===== config.mk =====
export PLATFORM = sky130hd
export DESIGN_NAME = pad_ring_seq
export DESIGN_NICKNAME = d
export VERILOG_FILES = /design/src/rtl/pad_ring_pkg.sv /design/src/rtl/pad_ring_seq_sync_2ff.sv /design/src/rtl/pad_ring_seq.sv
export SDC_FILE = /design/constraint.sdc
export NUM_CORES = 1
export LEC_CHECK = 0
export BUFFER_PORTS_ARGS = -buffer_cell sky130_fd_sc_hd__buf_4
export CAP_MARGIN = 20
export CORE_MARGIN = 10
export CORE_UTILIZATION = 32
export CTS_CLUSTER_DIAMETER = 200
export DETAILED_ROUTE_END_ITERATION = 16
export PLACE_DENSITY = 0.51
export SYNTH_ARGS = -nofsm -noshare
export SYNTH_HDL_FRONTEND = slang
export SYNTH_SLANG_ARGS = --single-unit

===== constraint.sdc =====
create_clock -name clk_i -period 0.95 [get_ports clk_i]
set_input_delay 0.0475 -clock clk_i [delete_from_list [all_inputs] [get_ports clk_i]]
set_output_delay 0.0475 -clock clk_i [all_outputs]
set_load 0.05 [all_outputs]

===== src/rtl/pad_ring_pkg.sv =====
// Shared types and constants for the pad-ring power-up/reset sequencer.
package pad_ring_pkg;

  typedef enum logic [2:0] {
    S_RESET    = 3'd0,
    S_WAIT_PWR = 3'd1,
    S_PAD_IE   = 3'd2,
    S_PAD_OE   = 3'd3,
    S_RUN      = 3'd4,
    S_SW_RST   = 3'd5,
    S_PWR_FAIL = 3'd6
  } state_e;

  localparam int DEF_SYNC_STAGES       = 2;
  localparam int DEF_PWR_STABLE_CYCLES = 1024;
  localparam int DEF_PAD_SETTLE_CYCLES = 16;
  localparam int DEF_SW_RST_CYCLES     = 32;
  localparam int DEF_CNT_W             = 11;

  localparam int RC_SW_BIT  = 0;
  localparam int RC_PWR_BIT = 1;

  typedef struct packed {
    logic ie;
    logic oe;
    logic core_rst_n;
  } pad_ctl_t;

  // Pad/core controls for a given state; illegal encodings yield reset values.
  function automatic pad_ctl_t pad_decode(input state_e s);
    pad_ctl_t c;
    c = '0;
    case (s)
      S_PAD_IE:   c.ie = 1'b1;
      S_PAD_OE:   begin c.ie = 1'b1; c.oe = 1'b1; end
      S_RUN:      begin c.ie = 1'b1; c.oe = 1'b1; c.core_rst_n = 1'b1; end
      S_SW_RST:   begin c.ie = 1'b1; c.oe = 1'b1; end
      S_PWR_FAIL: c.ie = 1'b1;
      default:    c = '0;
    endcase
    return c;
  endfunction

endpackage


===== src/rtl/pad_ring_seq_sync_2ff.sv =====
// Multi-flop bit synchroniser with asynchronous active-low reset (output resets to 0).
module sync_2ff #(
  parameter int STAGES = 2
) (
  input  logic clk_i,
  input  logic rst_ni,
  input  logic d_i,
  output logic q_o
);

  (* dont_touch = "true" *) logic [STAGES-1:0] r_sync;

  always_ff @(posedge clk_i or negedge rst_ni) begin
    if (!rst_ni) r_sync <= '0;
    else         r_sync <= {r_sync[STAGES-2:0], d_i};
  end

  assign q_o = r_sync[STAGES-1];

endmodule


===== src/rtl/pad_ring_seq.sv =====
// Pad-ring power-up sequencer: IE, then OE, then core reset release; SW reset and power-fail teardown.
// Optional sticky reset-cause register enabled by defining KMIE_RST_CAUSE_EN.
module pad_ring_seq
  import pad_ring_pkg::*;
#(
  parameter int SYNC_STAGES       = DEF_SYNC_STAGES,
  parameter int PWR_STABLE_CYCLES = DEF_PWR_STABLE_CYCLES,
  parameter int PAD_SETTLE_CYCLES = DEF_PAD_SETTLE_CYCLES,
  parameter int SW_RST_CYCLES     = DEF_SW_RST_CYCLES,
  parameter int CNT_W             = DEF_CNT_W
) (
  input  logic       clk_i,
  input  logic       rst_ni,
  input  logic       io_pwr_ok_i,
  input  logic       sw_rst_req_i,
  output logic       pad_ie_en_o,
  output logic       pad_oe_en_o,
  output logic       core_rst_no,
  output logic [2:0] seq_state_o
`ifdef KMIE_RST_CAUSE_EN
  ,
  output logic [1:0] rst_cause_o,
  input  logic       rst_cause_clr_i
`endif
);

  localparam logic [CNT_W-1:0] PWR_LAST    = CNT_W'(PWR_STABLE_CYCLES - 1);
  localparam logic [CNT_W-1:0] SETTLE_LAST = CNT_W'(PAD_SETTLE_CYCLES - 1);
  localparam logic [CNT_W-1:0] SW_LAST     = CNT_W'(SW_RST_CYCLES - 1);

  logic w_rst_sync_n, w_pwr_ok_s;

  (* dont_touch = "true" *)
  sync_2ff #(.STAGES(SYNC_STAGES)) u_rst_sync (
    .clk_i (clk_i), .rst_ni(rst_ni), .d_i(1'b1), .q_o(w_rst_sync_n)
  );

  (* dont_touch = "true" *)
  sync_2ff #(.STAGES(SYNC_STAGES)) u_pwr_sync (
    .clk_i (clk_i), .rst_ni(rst_ni), .d_i(io_pwr_ok_i), .q_o(w_pwr_ok_s)
  );

  state_e           r_state, w_nxt;
  logic [CNT_W-1:0] r_cnt, w_cnt_nxt;
  pad_ctl_t         r_ctl, w_ctl_nxt;

  // Counter restarts from 0 on every state change; it only advances while dwelling.
  always_comb begin
    w_nxt     = r_state;
    w_cnt_nxt = '0;
    case (r_state)
      S_RESET:    w_nxt = S_WAIT_PWR;
      S_WAIT_PWR: begin
        if (w_pwr_ok_s) begin
          if (r_cnt == PWR_LAST) w_nxt = S_PAD_IE;
          else                   w_cnt_nxt = r_cnt + 1'b1;
        end
      end
      S_PAD_IE: begin
        if (!w_pwr_ok_s)              w_nxt = S_PWR_FAIL;
        else if (r_cnt == SETTLE_LAST) w_nxt = S_PAD_OE;
        else                           w_cnt_nxt = r_cnt + 1'b1;
      end
      S_PAD_OE: begin
        if (!w_pwr_ok_s)              w_nxt = S_PWR_FAIL;
        else if (r_cnt == SETTLE_LAST) w_nxt = S_RUN;
        else                           w_cnt_nxt = r_cnt + 1'b1;
      end
      S_RUN: begin
        if (!w_pwr_ok_s)       w_nxt = S_PWR_FAIL;
        else if (sw_rst_req_i) w_nxt = S_SW_RST;
      end
      S_SW_RST: begin
        if (!w_pwr_ok_s)           w_nxt = S_PWR_FAIL;
        else if (r_cnt == SW_LAST) w_nxt = S_RUN;
        else                       w_cnt_nxt = r_cnt + 1'b1;
      end
      S_PWR_FAIL: begin
        if (r_cnt == SETTLE_LAST) w_nxt = S_WAIT_PWR;
        else                      w_cnt_nxt = r_cnt + 1'b1;
      end
      default: w_nxt = S_RESET;
    endcase
    w_ctl_nxt = pad_decode(w_nxt);
  end

  always_ff @(posedge clk_i or negedge w_rst_sync_n) begin
    if (!w_rst_sync_n) begin
      r_state <= S_RESET;
      r_cnt   <= '0;
      r_ctl   <= '0;
    end else begin
      r_state <= w_nxt;
      r_cnt   <= w_cnt_nxt;
      r_ctl   <= w_ctl_nxt;
    end
  end

  assign pad_ie_en_o = r_ctl.ie;
  assign pad_oe_en_o = r_ctl.oe;
  assign core_rst_no = r_ctl.core_rst_n;
  assign seq_state_o = r_state;

`ifdef KMIE_RST_CAUSE_EN
  logic [1:0] r_rst_cause, w_cause_set;

  always_comb begin
    w_cause_set             = '0;
    w_cause_set[RC_SW_BIT]  = (w_nxt == S_SW_RST)   && (r_state != S_SW_RST);
    w_cause_set[RC_PWR_BIT] = (w_nxt == S_PWR_FAIL) && (r_state != S_PWR_FAIL);
  end

  // Set wins over a same-cycle clear.
  always_ff @(posedge clk_i or negedge rst_ni) begin
    if (!rst_ni) r_rst_cause <= '0;
    else         r_rst_cause <= (rst_cause_clr_i ? 2'b00 : r_rst_cause) | w_cause_set;
  end

  assign rst_cause_o = r_rst_cause;
`endif

endmodule


==> results of run 1 <==
[cell families after synthesis]
family | count (synthesis)
AOI/OAI and AO/OA | 21
and+or+nand+nor | 43
xor gates and xnor gates | 7
adders and majority gates | 1
buffers and inverters | 12
other | 1
DFF | 21
muxes | 1
[power by group]
group | switching (mW) | leakage [nW] | internal [mW] | total (mW)
clock network | 0.265 | 0.0177 | 0.157 | 0.422
logic | 1.40 | 0.470 | 1.32 | 2.72
registers | 0.148 | 0.267 | 1.07 | 1.22
[synth_stat cells, types with 2 or more instances]
master and count:
sky130_fd_sc_hd__nor3_1 7, sky130_fd_sc_hd__o21ai_0 2, sky130_fd_sc_hd__clkbuf_1 3, sky130_fd_sc_hd__dfrtp_1 21
sky130_fd_sc_hd__inv_1 6, sky130_fd_sc_hd__a221oi_1 2, sky130_fd_sc_hd__buf_2 3, sky130_fd_sc_hd__nor2_1 8
sky130_fd_sc_hd__a31oi_1 3, sky130_fd_sc_hd__xnor2_1 3, sky130_fd_sc_hd__nand4_1 3, sky130_fd_sc_hd__xor2_1 4
sky130_fd_sc_hd__o31ai_1 2, sky130_fd_sc_hd__nor4_1 2, sky130_fd_sc_hd__nand3_1 3, sky130_fd_sc_hd__nor3b_1 2
sky130_fd_sc_hd__and2_1 2, sky130_fd_sc_hd__or4_4 2, sky130_fd_sc_hd__a21oi_1 5, sky130_fd_sc_hd__nand2_1 9
[final cells by class]
class	instances	share of cell area, %
multi-input combinational	74	34.0
inverter	6	1.33
clock buffer	3	1.33
timing repair buffer	59	28.6
tap	46	3.39
sequential	21	31.0
clock inverter	1	0.295
[state kept, by name (all words and copies together), names as in the netlist]
signal,count
pad_oe_en_o,1
u_rst_sync.r_sync,2
seq_state_o,3
u_pwr_sync.r_sync,2
pad_ie_en_o,1
r_cnt,11
core_rst_no,1
[worst max-delay path by stage]
stage | from | endpoint | slack, ps | cells after the start
final | r_cnt[9]$_DFF_PN0_ | pad_oe_en_o$_DFF_PN0_ | -1210 | 7
after global routing | r_cnt[9]$_DFF_PN0_ | core_rst_no$_DFF_PN0_ | -1280 | 7
after CTS | r_cnt[9]$_DFF_PN0_ | pad_oe_en_o$_DFF_PN0_ | -1190 | 6
after detailed placement | r_cnt[9]$_DFF_PN0_ | pad_oe_en_o$_DFF_PN0_ | -1270 | 6
after global placement | r_cnt[9]$_DFF_PN0_ | pad_oe_en_o$_DFF_PN0_ | -1260 | 6
after floorplan | r_cnt[9]$_DFF_PN0_ | r_cnt[1]$_DFF_PN0_ | -1140 | 4
[metal layers]
metal,part of all wire (%),wire length (um),vias to the layer above,track usage (%)
met5,0,0,-,0
met2,50,1370,15,14.6
met3,3.1,85,2,1.59
met4,0.74,20,0,4.30
met1,46,1240,485,9.71
li1,-,-,502,-
[what timing repair did]
| action | CTS | global route |
|---|---|---|
| hold endpoints to repair | 5 | 0 |
| endpoints found under the setup margin | 21 | 21 |
| hold buffers | 2 | 0 |
| gates resized for setup | 11 | 7 |
| setup buffers | 3 | 6 |
| pin swaps | 2 | 3 |
[critical path: stages (launching register included)]
cell                       delay [ps]
sky130_fd_sc_hd__dfrtp_1          390
sky130_fd_sc_hd__or4_4            560
sky130_fd_sc_hd__buf_4            160
sky130_fd_sc_hd__o41ai_4          340
sky130_fd_sc_hd__a221oi_2         130
sky130_fd_sc_hd__a31oi_1          230
sky130_fd_sc_hd__inv_1            100
sky130_fd_sc_hd__mux2i_1          120
[stage by stage]
step	util [%]	TNS (ps)
after CTS	48.7	-19940
after detailed placement	45.2	-20050
after global routing	51.2	-21320
after global placement	45.2	-19810
final	51.2	-20180
after floorplan	-	-18110
==> impl_results.html, run 1 <==
<table>
<tr><th>Metric</th><th>Value</th></tr>
<tr><th colspan="2">Status</th></tr>
<tr><td>Result of the run</td><td>finished, violations left</td></tr>
<tr><td>Violations in the final reports</td><td>negative setup slack</td></tr>
<tr><th colspan="2">Timing</th></tr>
<tr><td>Final cycle utilization of the critical path</td><td>228%</td></tr>
<tr><td>RSZ-0062 raised after global routing</td><td>true</td></tr>
<tr><td>Maximum clock skew at final layout</td><td>3.13 ps</td></tr>
<tr><td>Total count of hold-check failures in the final report</td><td>0</td></tr>
<tr><td>Measured slew at the worst slew-check pin</td><td>between 400 and 500 ps</td></tr>
<tr><td>Final slew viol count</td><td>0</td></tr>
<tr><td>Endpoints failing setup</td><td>20</td></tr>
<tr><td>Maximum achievable frequency</td><td>approximately 0.46 GHz</td></tr>
<tr><td>Final setup margin</td><td>-1210 ps</td></tr>
<tr><td>Max_slew headroom</td><td>between 60% and 70%</td></tr>
<tr><td>Final critical delay including setup and external delays</td><td>2160 ps</td></tr>
<tr><td>Hold WS</td><td>about 63 ps</td></tr>
<tr><th colspan="2">Clocking</th></tr>
<tr><td>Clk pin slew, worst setup/hold paths</td><td>approximately 120 ps</td></tr>
<tr><td>Inserted Clock Buffers</td><td>3</td></tr>
<tr><td>CTS tree</td><td>built</td></tr>
<tr><td>Clock network latency to the later pin of the worst-skew pair</td><td>~300 ps</td></tr>
<tr><td>Maximum number of buffers from clock root to sink</td><td>2</td></tr>
<tr><td>TritonCTS Sinks</td><td>21</td></tr>
<tr><td>Root Driver</td><td>sky130_fd_sc_hd__clkbuf_4</td></tr>
<tr><td>Total number of H-tree levels</td><td>1</td></tr>
<tr><th colspan="2">Synth</th></tr>
<tr><td>Top cell type by total area after synthesis</td><td>sky130_fd_sc_hd__dfrtp_1</td></tr>
<tr><td>Fraction of synthesized cell area taken by the top area cell type</td><td>about half</td></tr>
<tr><td>Sequential fraction of the synthesis area</td><td>48.6%</td></tr>
<tr><td>Post-synth cell types</td><td>35</td></tr>
<tr><td>Syn nets</td><td>between 100 and 150</td></tr>
<tr><td>Synth Area in Adders</td><td>1.16%</td></tr>
<tr><td>Simple-gate portion of the synthesized area</td><td>between 20% and 30%</td></tr>
<tr><td>Mean cell area of the mapped netlist</td><td>around 10 sq um</td></tr>
<tr><td>Complex-gate fraction of the synthesized area</td><td>17.6%</td></tr>
<tr><td>EDFF count, synth</td><td>0</td></tr>
<tr><td>Fraction of synthesized area in multiplexers</td><td>less than 1%</td></tr>
<tr><td>Synth Warn #</td><td>0</td></tr>
<tr><td>Xor/xnor cell area share of the yosys netlist</td><td>approximately 5.7%</td></tr>
<tr><td>Post-synth ARST share</td><td>100%</td></tr>
<tr><td>Gate count of the mapped netlist</td><td>107</td></tr>
<tr><td>Dominant combinational cell family by area after synthesis</td><td>simple AND/OR/NAND/NOR gates</td></tr>
<tr><td>Top_reg_cell synth</td><td>sky130_fd_sc_hd__dfrtp_1</td></tr>
<tr><td>Summed instance area of the synthesized netlist</td><td>0.00108 sq mm</td></tr>
<tr><td>Flops &amp; latches, synth</td><td>21</td></tr>
<tr><td>Synth top area cells</td><td>sky130_fd_sc_hd__dfrtp_1 49%, sky130_fd_sc_hd__nor3_1 3.2%, sky130_fd_sc_hd__xor2_1 3.2%</td></tr>
<tr><th colspan="2">Floorplan</th></tr>
<tr><td>Row Count</td><td>21</td></tr>
<tr><td>Core region area</td><td>about 0.0033 sq mm</td></tr>
<tr><td>Boundary pin count</td><td>10</td></tr>
<tr><td>Overall die area</td><td>0.00611 sq mm</td></tr>
<tr><td>Die Y-Extent</td><td>between 70 and 80 um</td></tr>
<tr><td>Width of the chip</td><td>roughly 78 um</td></tr>
<tr><td>Initial core utilization</td><td>around 33%</td></tr>
<tr><th colspan="2">Place</th></tr>
<tr><td>Final HPWL from detailed placement</td><td>2020 um</td></tr>
<tr><td>Buffers on Ports</td><td>9</td></tr>
<tr><td>Instance count after placement with tap cells included</td><td>between 150 and 200</td></tr>
<tr><td>Area after DPL</td><td>between 0.001 and 0.0015 sq mm</td></tr>
<tr><td>Post-Place Setup Slack</td><td>-1270 ps</td></tr>
<tr><td>RD Place Congestion</td><td>about 0.8</td></tr>
<tr><th colspan="2">GRT</th></tr>
<tr><td>Pin count of the biggest net entering global routing</td><td>13</td></tr>
<tr><td>First-pass GRT wire length</td><td>between 4000 and 5000 um</td></tr>
<tr><td>Tot GR Track Use</td><td>between 8 and 9%</td></tr>
<tr><td>Initial antenna violation count</td><td>0</td></tr>
<tr><td>Grt ovf</td><td>0</td></tr>
<tr><td>Via count of the first global-routing pass</td><td>960</td></tr>
<tr><th colspan="2">Power</th></tr>
<tr><td>Largest voltage drop on the vdd net</td><td>0.00135 V</td></tr>
<tr><td>Power per cell area</td><td>about 2600 mW/mm^2</td></tr>
<tr><td>Overall Power</td><td>around 4.4 mW</td></tr>
<tr><td>Static leakage power</td><td>about 0.75 nW</td></tr>
<tr><th colspan="2">Finish</th></tr>
<tr><td>Finished Layout Cells</td><td>210</td></tr>
<tr><td>Filler Cell Count</td><td>approximately 330</td></tr>
<tr><td>Count of nets after finishing</td><td>170</td></tr>
<tr><td>Most common cell after layout, fill and taps aside</td><td>sky130_fd_sc_hd__buf_4</td></tr>
<tr><td>Register area</td><td>between 500 and 600 sq um</td></tr>
<tr><td>Inserted Diodes</td><td>0</td></tr>
<tr><td>Share of post-route cells with drive strength above 1</td><td>approximately 44%</td></tr>
<tr><td>Growth of design area from synthesis to finish</td><td>56.8%</td></tr>
<tr><td>Leading cell types in the layout, fill and taps excluded</td><td>49 x sky130_fd_sc_hd__buf_4, 20 x sky130_fd_sc_hd__dfrtp_1, 9 x sky130_fd_sc_hd__nand2_1, 8 x sky130_fd_sc_hd__nor2_1, 7 x sky130_fd_sc_hd__nor3_1</td></tr>
<tr><td>Finished Cell Area</td><td>between 0.0015 and 0.002 sq mm</td></tr>
<tr><td>Area occupied by multi-input gates</td><td>577 sq um</td></tr>
<tr><th colspan="2">Detailed routing</th></tr>
<tr><td>Detailed-route wire length per cell</td><td>13.0 um</td></tr>
<tr><td>Initial DRT Pass Iterations</td><td>4</td></tr>
<tr><td>Vias per inst</td><td>about 4.8</td></tr>
<tr><td>DRC marker count from the first detailed-route iteration</td><td>between 50 and 60</td></tr>
<tr><td>DRC violation count after routing</td><td>0</td></tr>
<tr><td>Total wire length</td><td>2720 um</td></tr>
<tr><td>Vias</td><td>1,004</td></tr>
<tr><td>Post-route antenna net violation count</td><td>0</td></tr>
<tr><th colspan="2">Worst setup path</th></tr>
<tr><td>Data required time of the worst path</td><td>approximately 1100 ps</td></tr>
<tr><td>CP Data Arrival Time</td><td>about 2400 ps</td></tr>
<tr><td>Category of the critical setup timing path</td><td>flip-flop to flip-flop</td></tr>
<tr><td>Logic depth of the worst register-to-register path</td><td>7</td></tr>
<tr><td>FF-to-FF setup slack</td><td>-1210 ps</td></tr>
<tr><td>Largest fanout on the critical path</td><td>4</td></tr>
<tr><td>End of the worst register-to-register path</td><td>pad_oe_en_o$_DFF_PN0_</td></tr>
<tr><td>Element type at the critical path start</td><td>flip-flop</td></tr>
<tr><td>Reg2reg start</td><td>r_cnt[9]$_DFF_PN0_</td></tr>
<tr><td>Kind of end point of the critical path</td><td>flip-flop</td></tr>
<tr><th colspan="2">Flow run</th></tr>
<tr><td>Number of maximum-capacitance constraint violations</td><td>0</td></tr>
<tr><th colspan="2">Worst hold path</th></tr>
<tr><td>Hold Path Class</td><td>input pin to async pin</td></tr>
</table>
No activity file was read; power rests on OpenSTA's default activity.
==> inputs of run 2 (changes only) <==
--- a/config.mk
+++ b/config.mk
@@ -11,7 +11,7 @@
 export CORE_UTILIZATION = 32
 export CTS_CLUSTER_DIAMETER = 200
 export DETAILED_ROUTE_END_ITERATION = 16
-export PLACE_DENSITY = 0.51
+export PLACE_DENSITY = 0.57
 export SYNTH_ARGS = -nofsm -noshare
 export SYNTH_HDL_FRONTEND = slang
 export SYNTH_SLANG_ARGS = --single-unit
==> run 2 against run 1 <==
Against the previous run:
- critical path type unchanged
- the flow still finishes with violations (negative setup slack)
- via count grew 3.2%
- count of clock-buffer cells in the layout grew 1
- power grew 9.4%
- largest cell class unchanged
==> impl_results.html, run 2 (same netlist as run 1, synthesis figures left out) <==
<table>
<tr><th>Metric</th><th>Value</th></tr>
<tr><th colspan="2">Status</th></tr>
<tr><td>Result of the run</td><td>finished, violations left</td></tr>
<tr><td>Violations in the final reports</td><td>negative setup slack</td></tr>
<tr><th colspan="2">Timing</th></tr>
<tr><td>Final critical delay including setup and external delays</td><td>2180 ps (+14.0 ps)</td></tr>
<tr><td>Maximum achievable frequency</td><td>0.459 GHz (-0.64%)</td></tr>
<tr><td>RSZ-0062 raised after global routing</td><td>true</td></tr>
<tr><td>Endpoints failing setup</td><td>20 (unchanged)</td></tr>
<tr><td>Accumulated negative setup slack</td><td>-20,210 ps (-27.1 ps)</td></tr>
<tr><td>Final setup margin</td><td>-1230 ps (-14.0 ps)</td></tr>
<tr><td>Final cycle utilization of the critical path</td><td>229% (+1.5 points)</td></tr>
<tr><td>Maximum clock skew at final layout</td><td>0.834 ps (-2.29 ps)</td></tr>
<tr><td>Total count of hold-check failures in the final report</td><td>0 (unchanged)</td></tr>
<tr><td>Final slew viol count</td><td>0 (unchanged)</td></tr>
<tr><th colspan="2">Power</th></tr>
<tr><td>Combinational fraction of design power</td><td>65.4% (+3.1 points)</td></tr>
<tr><td>Internal power of the cells</td><td>2.72 mW (+6.6%)</td></tr>
<tr><td>Largest voltage drop on the vdd net</td><td>0.00126 V (-6.8%)</td></tr>
<tr><td>Switching power total</td><td>2.06 mW (+13%)</td></tr>
<tr><td>Power per cell area</td><td>2630 mW/mm^2 (+2.4%)</td></tr>
<tr><td>Sw Share</td><td>43.1% (+1.5 points)</td></tr>
<tr><td>Fraction of power consumed by sequential logic</td><td>25.6% (-2.4 points)</td></tr>
<tr><td>Clock power share</td><td>9.0% (-0.7 points)</td></tr>
<tr><td>Static leakage power</td><td>0.765 nW (+1.5%)</td></tr>
<tr><th colspan="2">Finish</th></tr>
<tr><td>Growth of design area from synthesis to finish</td><td>67.5%</td></tr>
<tr><td>Inserted Diodes</td><td>0 (unchanged)</td></tr>
<tr><td>Count of nets after finishing</td><td>171 (+0.59%)</td></tr>
<tr><td>Register name with the most flops</td><td>r_cnt</td></tr>
<tr><td>Flip-flop count of the largest register, all copies and words added</td><td>11 (unchanged)</td></tr>
<tr><td>Most common cell after layout, fill and taps aside</td><td>sky130_fd_sc_hd__buf_4</td></tr>
<tr><td>Share of post-route cells with drive strength above 1</td><td>52.7% (+8.8 points)</td></tr>
<tr><td>Leading cell types in the layout, fill and taps excluded</td><td>46 x sky130_fd_sc_hd__buf_4, 20 x sky130_fd_sc_hd__dfrtp_1, 10 x sky130_fd_sc_hd__buf_6, 7 x sky130_fd_sc_hd__nand2_1, 6 x sky130_fd_sc_hd__inv_1</td></tr>
<tr><th colspan="2">GRT</th></tr>
<tr><td>Via count of the first global-routing pass</td><td>1,083 (+13%)</td></tr>
<tr><td>Pin count of the biggest net entering global routing</td><td>18 (+5)</td></tr>
<tr><td>Tot GR Track Use</td><td>9.68% (+1.2 points)</td></tr>
<tr><td>Grt ovf</td><td>0 (unchanged)</td></tr>
<tr><td>First-pass GRT wire length</td><td>4890 um (+14%)</td></tr>
<tr><td>Most utilized layer in the global route result</td><td>met2</td></tr>
<tr><td>Global routing met1 resource utilization</td><td>10.5% (+0.80 points)</td></tr>
<tr><td>Fraction of met3 tracks used by global routing</td><td>1.59% (unchanged)</td></tr>
<tr><td>Initial antenna violation count</td><td>0 (unchanged)</td></tr>
<tr><td>GR met2 Demand/Resource</td><td>17.8% (+3.1 points)</td></tr>
<tr><th colspan="2">Clocking</th></tr>
<tr><td>Total number of H-tree levels</td><td>1 (unchanged)</td></tr>
<tr><td>TritonCTS Sinks</td><td>21 (unchanged)</td></tr>
<tr><td>Clock network latency to the later pin of the worst-skew pair</td><td>300 ps (about the same)</td></tr>
<tr><td>CTS tree</td><td>built</td></tr>
<tr><td>Root Driver</td><td>sky130_fd_sc_hd__clkbuf_4</td></tr>
<tr><td>Inserted Clock Buffers</td><td>3 (unchanged)</td></tr>
<tr><td>Maximum number of buffers from clock root to sink</td><td>2 (unchanged)</td></tr>
<tr><td>Clk pin slew, worst setup/hold paths</td><td>110 ps (about the same)</td></tr>
<tr><th colspan="2">Worst hold path</th></tr>
<tr><td>Hold Path Class</td><td>input pin to async pin</td></tr>
<tr><th colspan="2">Worst setup path</th></tr>
<tr><td>Data required time of the worst path</td><td>1150 ps (+20 ps)</td></tr>
<tr><td>Kind of end point of the critical path</td><td>flip-flop</td></tr>
<tr><td>CP Data Arrival Time</td><td>2380 ps (+30 ps)</td></tr>
<tr><td>Element type at the critical path start</td><td>flip-flop</td></tr>
<tr><td>Category of the critical setup timing path</td><td>flip-flop to flip-flop</td></tr>
<tr><td>FF-to-FF setup slack</td><td>-1230 ps (about the same)</td></tr>
<tr><td>Largest fanout on the critical path</td><td>5 (+1)</td></tr>
<tr><th colspan="2">Place</th></tr>
<tr><td>Final HPWL from detailed placement</td><td>1920 um (-4.9%)</td></tr>
<tr><td>Post-Place Setup Slack</td><td>-1320 ps (-44.0 ps)</td></tr>
<tr><td>RD Place Congestion</td><td>0.760 (-2.9%)</td></tr>
<tr><td>Buffers on Ports</td><td>9 (unchanged)</td></tr>
<tr><th colspan="2">Floorplan</th></tr>
<tr><td>Core region area</td><td>0.00331 sq mm (unchanged)</td></tr>
<tr><td>Width of the chip</td><td>78.2 um (unchanged)</td></tr>
<tr><td>Overall die area</td><td>0.00611 sq mm (unchanged)</td></tr>
<tr><td>Initial core utilization</td><td>32.7% (unchanged)</td></tr>
<tr><td>Row Count</td><td>21 (unchanged)</td></tr>
<tr><td>Die Y-Extent</td><td>78.2 um (unchanged)</td></tr>
<tr><td>Boundary pin count</td><td>10 (unchanged)</td></tr>
<tr><th colspan="2">Detailed routing</th></tr>
<tr><td>Vias per inst</td><td>4.91 (+2.7%)</td></tr>
<tr><td>Total wire length</td><td>2860 um (+5.1%)</td></tr>
<tr><td>Post-route antenna net violation count</td><td>0 (unchanged)</td></tr>
<tr><td>Initial DRT Pass Iterations</td><td>4 (unchanged)</td></tr>
<tr><td>DRC violation count after routing</td><td>0 (unchanged)</td></tr>
<tr><td>Detailed-route wire length per cell</td><td>13.5 um (+4.6%)</td></tr>
<tr><td>DRC marker count from the first detailed-route iteration</td><td>23 (-60%)</td></tr>
<tr><td>Vias</td><td>1,036 (+3.2%)</td></tr>
<tr><th colspan="2">Flow run</th></tr>
<tr><td>Number of maximum-capacitance constraint violations</td><td>0 (unchanged)</td></tr>
</table>
## run 2: cell count changes in the layout (fill, tap and decap cells not counted), sizes merged
| cell | previous run | this run |
|---|---|---|
| buf | 57 | 58 |
| clkbuf | 3 | 4 |
| clkinv | 1 | 0 |
## run 2: power by group through the flow
stage                     Combinational, mW  Clock, mW  Sequential (mW)
after floorplan                       0.915          0             1.63
after global placement                 2.19          0             1.23
after detailed placement               2.23          0             1.23
after CTS                              3.04      0.440             1.20
after global routing                   3.34      0.491             1.25
final                                  3.12      0.431             1.22
## run 2: stage by stage
| stage | power, mW | instance area [sq um] | util [%] | hold slack [ps] | instances |
|---|---|---|---|---|---|
| global placement | 3.42 | 1470 | 44.3 | -157 | 193 |
| detailed placement | 3.47 | 1470 | 44.3 | -155 | 193 |
| floorplan | 2.54 | 1090 | - | -248 | 107 |
| CTS | 4.68 | 1750 | 52.9 | 50.0 | 208 |
| finish | 4.77 | 1810 | 54.8 | 46.6 | 211 |
| global route | 5.08 | 1810 | 54.8 | 49.5 | 211 |
## run 2: what timing repair did
action | 4_1_cts | 5_1_grt
buffers inserted | 8 | 3
resized for setup | 35 | 8
cloned | 1 | 0
hold buffers | 2 | 0
endpoints found under the setup margin | 20 | 22
pin swaps | 14 | 9
endpoints found under the hold margin | 5 | 0
## run 2: layout make-up
| class | count | area, sq um |
|---|---|---|
| fillers | 303 | 1500 |
| repair buffers | 60 | 508 |
| inverters | 6 | 22.5 |
| flip-flops and latches | 21 | 527 |
| clock buffers | 4 | 26.3 |
| multi-input cells | 74 | 672 |
| well taps | 46 | 57.6 |
## run 2: final timing paths
kind                                                       end                      startpoint  cells past startpoint
worst max-delay path                     core_rst_no$_DFF_PN0_              r_cnt[9]$_DFF_PN0_                      5
worst min-delay path            u_pwr_sync.r_sync[0]$_DFF_PN0_                          rst_ni                      2
worst max register to register           core_rst_no$_DFF_PN0_              r_cnt[9]$_DFF_PN0_                      5
worst min register to register              r_cnt[2]$_DFF_PN0_  u_rst_sync.r_sync[1]$_DFF_PN0_                      1
max in group asynchronous             seq_state_o[0]$_DFF_PN0_  u_rst_sync.r_sync[1]$_DFF_PN0_                      1
min in group clk_i              u_pwr_sync.r_sync[1]$_DFF_PN0_  u_pwr_sync.r_sync[0]$_DFF_PN0_                      0
## run 2: layer usage
metal / share of wire, % / up-vias
li1: - / 501
met2: 53 / 12
met1: 43 / 517
met4: 1.8 / 0
met3: 2.1 / 6
met5: 0 / -
## run 2: critical path, stage by stage (launching register included)
cell	delay [ps]
sky130_fd_sc_hd__dfrtp_1	390
sky130_fd_sc_hd__or4_4	550
sky130_fd_sc_hd__or4_4	620
sky130_fd_sc_hd__a2111oi_4	290
sky130_fd_sc_hd__a221oi_4	70
sky130_fd_sc_hd__nor3b_1	160
